--- config.mk ---
export PLATFORM = sky130hd
export DESIGN_NAME = menu_controller
export DESIGN_NICKNAME = d
export VERILOG_FILES = /design/src/rtl/greenhouse_pkg.sv /design/src/rtl/button_debounce.sv /design/src/rtl/menu_controller.sv
export SDC_FILE = /design/constraint.sdc
export NUM_CORES = 1
export LEC_CHECK = 0
export CAP_MARGIN = 10
export CORE_UTILIZATION = 35
export DETAILED_ROUTE_END_ITERATION = 8
export DONT_BUFFER_PORTS = 1
export SLEW_MARGIN = 10
export SYNTH_ARGS = -nofsm -noshare
export SYNTH_HDL_FRONTEND = slang
export SYNTH_SLANG_ARGS = --single-unit
--- constraint.sdc ---
create_clock -name clk -period 4.25 [get_ports clk]
set_input_delay 0.425 -clock clk [delete_from_list [all_inputs] [get_ports clk]]
set_output_delay 0.425 -clock clk [all_outputs]
set_load 0.05 [all_outputs]
--- src/rtl/greenhouse_pkg.sv ---
// rtl/greenhouse_pkg.sv - shared greenhouse menu encodings and time limits
package greenhouse_pkg;

  typedef enum logic [1:0] {
    ST_TEMP    = 2'd0,
    ST_HUM     = 2'd1,
    ST_HOURS   = 2'd2,
    ST_MINUTES = 2'd3
  } menu_state_e;

  localparam logic [4:0] HOURS_MAX   = 5'd23;
  localparam logic [5:0] MINUTES_MAX = 6'd59;
  localparam logic [5:0] SECONDS_MAX = 6'd59;

  // Menu order: TEMP -> HUM -> HOURS -> MINUTES -> TEMP
  function automatic menu_state_e next_menu_state(input menu_state_e cur);
    case (cur)
      ST_TEMP:    return ST_HUM;
      ST_HUM:     return ST_HOURS;
      ST_HOURS:   return ST_MINUTES;
      default:    return ST_TEMP;
    endcase
  endfunction

  // One step up or down on a 0..max_v wrapping field
  function automatic logic [5:0] step_wrap(input logic [5:0] v, input logic [5:0] max_v,
                                           input logic up);
    if (up) return (v == max_v) ? 6'd0 : v + 6'd1;
    else    return (v == 6'd0) ? max_v : v - 6'd1;
  endfunction

endpackage

--- src/rtl/button_debounce.sv ---
// rtl/button_debounce.sv - synchronizer, debouncer, press pulse and auto-repeat for one button
module button_debounce #(
  parameter int unsigned DEBOUNCE_CYCLES = 250000,
  parameter int unsigned REPEAT_DELAY    = 12500000,
  parameter int unsigned REPEAT_PERIOD   = 2500000,
  parameter bit          REPEAT_EN       = 1'b1
) (
  input  logic clk,
  input  logic rst_n,
  input  logic btn,
  output logic press_event
);

  localparam int unsigned DW      = $clog2(DEBOUNCE_CYCLES + 1);
  localparam int unsigned REP_MAX = (REPEAT_DELAY > REPEAT_PERIOD) ? REPEAT_DELAY : REPEAT_PERIOD;
  localparam int unsigned RW      = $clog2(REP_MAX + 1);

  localparam logic [DW-1:0] DB_LAST     = DW'(DEBOUNCE_CYCLES - 1);
  localparam logic [RW-1:0] DELAY_LAST  = RW'(REPEAT_DELAY - 1);
  localparam logic [RW-1:0] PERIOD_LAST = RW'(REPEAT_PERIOD - 1);

  logic          sync_q1;
  logic          sync_q2;
  logic          db_q;
  logic [DW-1:0] db_cnt;
  logic [RW-1:0] rep_cnt;
  logic          rep_phase;

  logic db_flip;
  logic press_set;
  logic release_set;
  logic rep_fire;

  // The level flips once the synchronized input has disagreed for DEBOUNCE_CYCLES samples
  assign db_flip     = (sync_q2 != db_q) && (db_cnt == DB_LAST);
  assign press_set   = db_flip && sync_q2;
  assign release_set = db_flip && !sync_q2;
  // A repeat landing on the release edge is dropped so release never emits an event
  assign rep_fire    = REPEAT_EN && db_q && !release_set &&
                       (rep_cnt == (rep_phase ? PERIOD_LAST : DELAY_LAST));

  // Two-flop synchronizer for the asynchronous raw button
  always_ff @(posedge clk or negedge rst_n) begin
    if (!rst_n) begin
      sync_q1 <= 1'b0;
      sync_q2 <= 1'b0;
    end else begin
      sync_q1 <= btn;
      sync_q2 <= sync_q1;
    end
  end

  // Debounce counter runs only while the input disagrees with the accepted level
  always_ff @(posedge clk or negedge rst_n) begin
    if (!rst_n) begin
      db_q   <= 1'b0;
      db_cnt <= '0;
    end else if (sync_q2 == db_q) begin
      db_cnt <= '0;
    end else if (db_flip) begin
      db_q   <= sync_q2;
      db_cnt <= '0;
    end else begin
      db_cnt <= db_cnt + 1'b1;
    end
  end

  // Repeat timer: first interval is REPEAT_DELAY, subsequent ones REPEAT_PERIOD
  always_ff @(posedge clk or negedge rst_n) begin
    if (!rst_n) begin
      rep_cnt   <= '0;
      rep_phase <= 1'b0;
    end else if (!db_q || !REPEAT_EN) begin
      rep_cnt   <= '0;
      rep_phase <= 1'b0;
    end else if (rep_fire) begin
      rep_cnt   <= '0;
      rep_phase <= 1'b1;
    end else begin
      rep_cnt <= rep_cnt + 1'b1;
    end
  end

  // Registered one-cycle event for the initial press and each repeat
  always_ff @(posedge clk or negedge rst_n) begin
    if (!rst_n) press_event <= 1'b0;
    else        press_event <= press_set || rep_fire;
  end

endmodule

--- src/rtl/menu_controller.sv ---
// rtl/menu_controller.sv - greenhouse setpoint/clock menu driven by three pushbuttons
module menu_controller
  import greenhouse_pkg::*;
#(
  parameter int unsigned DEBOUNCE_CYCLES = 250000,
  parameter int unsigned REPEAT_DELAY    = 12500000,
  parameter int unsigned REPEAT_PERIOD   = 2500000,
  parameter int          TEMP_MIN        = 32,
  parameter int          TEMP_MAX        = 110,
  parameter int          TEMP_DEFAULT    = 72,
  parameter int          HUM_MIN         = 0,
  parameter int          HUM_MAX         = 99,
  parameter int          HUM_DEFAULT     = 50
) (
  input  logic        clk,
  input  logic        rst_n,
  input  logic        btn_select,
  input  logic        btn_up,
  input  logic        btn_down,
  input  logic        tick_1hz,
  output logic [3:0]  state,
  output logic [11:0] set_temp,
  output logic [7:0]  set_hum,
  output logic [4:0]  time_hours,
  output logic [5:0]  time_minutes
);

  localparam logic [11:0] TEMP_MIN_V = 12'(TEMP_MIN);
  localparam logic [11:0] TEMP_MAX_V = 12'(TEMP_MAX);
  localparam logic [11:0] TEMP_DEF_V = 12'(TEMP_DEFAULT);
  localparam logic [7:0]  HUM_MIN_V  = 8'(HUM_MIN);
  localparam logic [7:0]  HUM_MAX_V  = 8'(HUM_MAX);
  localparam logic [7:0]  HUM_DEF_V  = 8'(HUM_DEFAULT);

  logic sel_ev;
  logic up_ev;
  logic down_ev;
  logic up_eff;
  logic down_eff;

  menu_state_e state_q;
  menu_state_e state_d;
  logic [5:0]  seconds_q;

  logic [11:0] temp_d;
  logic [7:0]  hum_d;
  logic [4:0]  hours_d;
  logic [5:0]  minutes_d;
  logic [5:0]  seconds_d;
  logic        sec_wrap;
  logic        min_wrap;

  button_debounce #(
    .DEBOUNCE_CYCLES(DEBOUNCE_CYCLES),
    .REPEAT_DELAY   (REPEAT_DELAY),
    .REPEAT_PERIOD  (REPEAT_PERIOD),
    .REPEAT_EN      (1'b0)
  ) u_btn_select (
    .clk        (clk),
    .rst_n      (rst_n),
    .btn        (btn_select),
    .press_event(sel_ev)
  );

  button_debounce #(
    .DEBOUNCE_CYCLES(DEBOUNCE_CYCLES),
    .REPEAT_DELAY   (REPEAT_DELAY),
    .REPEAT_PERIOD  (REPEAT_PERIOD),
    .REPEAT_EN      (1'b1)
  ) u_btn_up (
    .clk        (clk),
    .rst_n      (rst_n),
    .btn        (btn_up),
    .press_event(up_ev)
  );

  button_debounce #(
    .DEBOUNCE_CYCLES(DEBOUNCE_CYCLES),
    .REPEAT_DELAY   (REPEAT_DELAY),
    .REPEAT_PERIOD  (REPEAT_PERIOD),
    .REPEAT_EN      (1'b1)
  ) u_btn_down (
    .clk        (clk),
    .rst_n      (rst_n),
    .btn        (btn_down),
    .press_event(down_ev)
  );

  // Simultaneous up+down cancel; any select in the same cycle swallows the edit
  assign up_eff   = up_ev && !down_ev && !sel_ev;
  assign down_eff = down_ev && !up_ev && !sel_ev;

  assign sec_wrap = tick_1hz && (seconds_q == SECONDS_MAX);
  assign min_wrap = sec_wrap && (time_minutes == MINUTES_MAX);

  assign state = {2'b00, state_q};

  // Menu state register
  always_ff @(posedge clk or negedge rst_n) begin
    if (!rst_n) state_q <= ST_TEMP;
    else        state_q <= state_d;
  end

  // Menu next-state: select walks the menu ring
  always_comb begin
    state_d = state_q;
    if (sel_ev) state_d = next_menu_state(state_q);
  end

  // Field next values: clock carries first, then a user edit overrides its own field
  always_comb begin
    temp_d    = set_temp;
    hum_d     = set_hum;
    hours_d   = time_hours;
    minutes_d = time_minutes;
    seconds_d = seconds_q;

    if (tick_1hz) seconds_d = step_wrap(seconds_q, SECONDS_MAX, 1'b1);
    if (sec_wrap) minutes_d = step_wrap(time_minutes, MINUTES_MAX, 1'b1);
    if (min_wrap) hours_d   = 5'(step_wrap({1'b0, time_hours}, {1'b0, HOURS_MAX}, 1'b1));

    if (up_eff || down_eff) begin
      case (state_q)
        ST_TEMP: begin
          if (up_eff && set_temp < TEMP_MAX_V)   temp_d = set_temp + 12'd1;
          if (down_eff && set_temp > TEMP_MIN_V) temp_d = set_temp - 12'd1;
        end
        ST_HUM: begin
          if (up_eff && set_hum < HUM_MAX_V)   hum_d = set_hum + 8'd1;
          if (down_eff && set_hum > HUM_MIN_V) hum_d = set_hum - 8'd1;
        end
        ST_HOURS: begin
          hours_d = 5'(step_wrap({1'b0, time_hours}, {1'b0, HOURS_MAX}, up_eff));
        end
        default: begin
          minutes_d = step_wrap(time_minutes, MINUTES_MAX, up_eff);
          seconds_d = 6'd0;
        end
      endcase
    end
  end

  // Setpoint and clock registers
  always_ff @(posedge clk or negedge rst_n) begin
    if (!rst_n) begin
      set_temp     <= TEMP_DEF_V;
      set_hum      <= HUM_DEF_V;
      time_hours   <= 5'd0;
      time_minutes <= 6'd0;
      seconds_q    <= 6'd0;
    end else begin
      set_temp     <= temp_d;
      set_hum      <= hum_d;
      time_hours   <= hours_d;
      time_minutes <= minutes_d;
      seconds_q    <= seconds_d;
    end
  end

endmodule

==> flow_metrics.env <==
export IMPL_grt_pass1_vias=6014
export IMPL_cp_end_kind="register"
export IMPL_clk_pin_slew_ns=0.06
export IMPL_cap_violations=0
export IMPL_finalHoldViolCount=18
export IMPL_drt_iter0_drc=370
export IMPL_slew_headroom_pct=44.54
export IMPL_vias=6095
export IMPL_antenna_left=0
export IMPL_peakVddDrop_uv=250.5
export IMPL_first_pass_iters=4
export IMPL_place_congestion=0.8424
export IMPL_rrSetupSlack_ns=0.67
export IMPL_die_x_um=156.8
export IMPL_cts_buffers=17
export IMPL_grt_total_usage_pct=14.18
export IMPL_cp_depth=12
export IMPL_hold_slack_ns=-0.04081
export IMPL_die_y_um=156.8
export IMPL_drcViolationCount=0
export IMPL_power_switching_uw=763.1
export IMPL_ctsRootBufferMaster="clkbuf_16"
export IMPL_drive_gt1_share_pct=7.436
export IMPL_yosysWarnings=0
export IMPL_rows=56
export IMPL_period_minus_slack_ns=3.580
export IMPL_synth_edf_count=0
export IMPL_clk_latency_ns=0.42
export IMPL_antenna_found_initial=0
export IMPL_design_core_area_um2=23470
export IMPL_powerDensity_nw_per_um2=342.5
export IMPL_fillers=2297
export IMPL_timing_fmax_ghz=0.2794
export IMPL_worstPathCellList="or4_1 -> nor2_1 -> nand3b_1 -> nand2_1 -> inv_1 -> ha_1 -> o211ai_1 -> o21ai_0 -> o2111ai_1 -> a311oi_1 -> mux2_2 -> o22a_1"
export IMPL_ioPinCount=41
export IMPL_slew_viol_final=0
export IMPL_fin_crit_sh_pct=84.23
export IMPL_synth_async_reset_ratio_pct=100.0
export IMPL_layout_common_cells="153 x nor2_1, 150 x dfrtp_1, 79 x nand2_1, 65 x xor2_1, 50 x xnor2_1"
export IMPL_htree_levels=4
export IMPL_setup_viol=0
export IMPL_cts_buffer_depth=2
export IMPL_synth_flop_cell="dfrtp_1"
export IMPL_power_frac_comb_pct=5.2
export IMPL_tightest_slew_ns=0.8318
export IMPL_initial_utilization_pct=35.74
export IMPL_crit_arrival_ns=3.89
export IMPL_drt_total_wl_um=16100
export IMPL_slowest_stage="or4_1"
export IMPL_rsz0062_at_grt="no"
export IMPL_wl_per_cell_um=13.20
export IMPL_yosysUniqueCellTypes=72
export IMPL_cp_required_ns=4.56
export IMPL_dpl_cell_count=1187
export IMPL_critPathLaunchType="register"
export IMPL_status="complete, but fails checks"
export IMPL_cts_tree="done"
export IMPL_mappedNetlistArea_um2=8389
export IMPL_io_buffers=0
export IMPL_grt_pass1_wl_um=28450
export IMPL_intPower_mw=2.437
export IMPL_antenna_cells=0
export IMPL_synthCells=878
export IMPL_final_common_cell="nor2_1"
export IMPL_fin_skew_ns=0.007125
export IMPL_ys_seq_area_share_pct=46.31
export IMPL_rr_worst_depth=12
export IMPL_swShare_pct=23.85
export IMPL_syn_to_final_growth_pct=11.36
export IMPL_cp_max_fo=10
export IMPL_via_per_inst=4.996
export IMPL_syn_area_per_cell_um2=9.555
export IMPL_hp_class="in -> async"
export IMPL_cpPeakStageDelay_ns=0.52
export IMPL_fp_dieArea_um2=24590
export IMPL_fin_nets=927
export IMPL_crit_type="reg -> reg"
export IMPL_post_cts_buffers=0
export IMPL_crit_family="compound AO/OA/AOI/OAI gates"
export IMPL_p_seq_share_pct=49.5
export IMPL_synth_seq_cells=155
export IMPL_layout_cells_non_filler=1220
export IMPL_violations="hold timing"
export IMPL_pwr_share_clk_pct=45.3
export IMPL_p_leak_nw=3.884
export IMPL_path_buf_inv=1
export IMPL_grt_ovfl_total=0
export IMPL_fin_util_pct=39.80
export IMPL_cts_sinks=155
export IMPL_fin_tns_setup_ns=0
export IMPL_dp_hpwl_um=10810
export IMPL_grt_max_degree=156
-- cell usage after synthesis, drive strengths merged (2+ instances only) --
master	instances	share of area (%)
nor2	153	6.8
dfrtp	150	45
nand2	81	3.7
xor2	65	6.8
xnor2	50	5.2
nand3	40	2.4
o21ai	40	2.5
nand4	32	2.4
ha	31	4.6
inv	28	1.3
a21oi	21	1.3
and3	17	1.3
nor3	16	0.95
buf	11	0.98
clkbuf	11	0.51
nor3b	9	0.92
and4	8	0.84
mux2	8	1.1
nand2b	7	0.52
nor4	6	0.52
a21o	5	0.45
dfstp	5	1.6
nor4b	5	0.52
o211ai	5	0.45
a211oi	4	0.36
a31oi	4	0.30
nor4bb	4	0.48
o21a	4	0.36
o22a	4	0.42
or3	4	0.30
or4	4	0.40
a2111oi	3	0.76
and2	3	0.22
nor2b	3	0.22
o22ai	3	0.22
o31ai	3	0.27
or2	3	0.22
a21boi	2	0.18
a221oi	2	0.21
a311oi	2	0.21
fa	2	0.48
nand3b	2	0.18
o41ai	2	0.21
-- path summary, 6_finish.rpt --
check                                   startpoint                      to
min in group clk                            btn_up        u_btn_up.sync_q1
worst max register to register         set_temp[8]            set_temp[11]
max in group asynchronous                    rst_n         time_minutes[3]
worst max-delay path                   set_temp[8]            set_temp[11]
worst min register to register  u_btn_down.sync_q1      u_btn_down.sync_q2
worst min-delay path                         rst_n  u_btn_down.rep_cnt[15]
-- per-layer routing --
metal | vias to the layer above | part of all wire [%] | wire length [µm] | GRT usage [%]
met3 | 17 | 4.0 | 636 | 3.295
li1 | 3060 | - | - | -
met4 | 0 | 1.2 | 197 | 4.155
met2 | 100 | 46 | 7336 | 22.94
met1 | 2918 | 49 | 7929 | 18.79
met5 | - | 0 | 0 | 0
-- final cells by class --
type	count	area, µm²	share of cell area (%)
Tap cell	319	399.1	4.272
Clock buffer	22	474.2	5.076
Multi-Input combinational cell	674	4278	45.79
Sequential cell	155	3885	41.58
Inverter	28	105.1	1.125
Timing Repair Buffer	12	110.1	1.179
Clock inverter	10	91.34	0.9776
-- cells by family after synthesis --
logic type | after synthesis | synth area share, %
compound gates | 114 | 9.217
flops | 155 | 46.31
xor+xnor | 115 | 12.01
fa+ha+maj | 33 | 5.101
other cells | 1 | 0.04470
simple gates | 401 | 23.39
mux | 9 | 1.193
buf+inv | 50 | 2.744
-- timing repair --
action / CTS / global route
endpoints found under the hold margin: 155 / 0
endpoints found under the setup margin: 0 / 0
hold buffers: 1 / 0
gates resized for setup: 0 / 0
-- flip-flops by register name, summed over array words and instances (netlist names), 2 cells and up --
| name | cells |
|---|---|
| time_minutes | 6 |
| u_btn_up.db_cnt | 18 |
| set_temp | 12 |
| seconds_q | 6 |
| set_hum | 8 |
| time_hours | 5 |
| u_btn_down.rep_cnt | 24 |
| u_btn_down.db_cnt | 18 |
| u_btn_up.rep_cnt | 24 |
| u_btn_select.db_cnt | 18 |
| state_q | 2 |
-- power groups by stage --
stage	Combinational [mW]	Clock, mW	Sequential, mW
after floorplan	0.115	0	1.60
after global placement	0.132	0	1.61
after detailed placement	0.134	0	1.61
after CTS	0.170	1.50	1.58
after global routing	0.194	1.56	1.59
final	0.166	1.45	1.58
-- worst reg2reg max path, stage by stage (launching register included) --
cell,delay [ns]
dfrtp_1,0.37
or4_1,0.53
nor2_1,0.17
nand3b_1,0.14
nand2_1,0.13
inv_1,0.18
ha_1,0.41
o211ai_1,0.10
o21ai_0,0.36
o2111ai_1,0.18
a311oi_1,0.34
mux2_2,0.38
o22a_1,0.19
-- per-stage QoR --
stage          cell area (µm²)  total power, mW  setup WS [ns]
6_report                  9343            3.200         0.6703
5_1_grt                   9343            3.345         0.3766
4_1_cts                   9343            3.257         0.6365
3_5_place_dp              8750            1.744         0.6552
3_3_place_gp              8750            1.742         0.7029
2_1_floorplan             8393            1.715         0.7536
No activity file was read; power rests on OpenSTA's default activity.
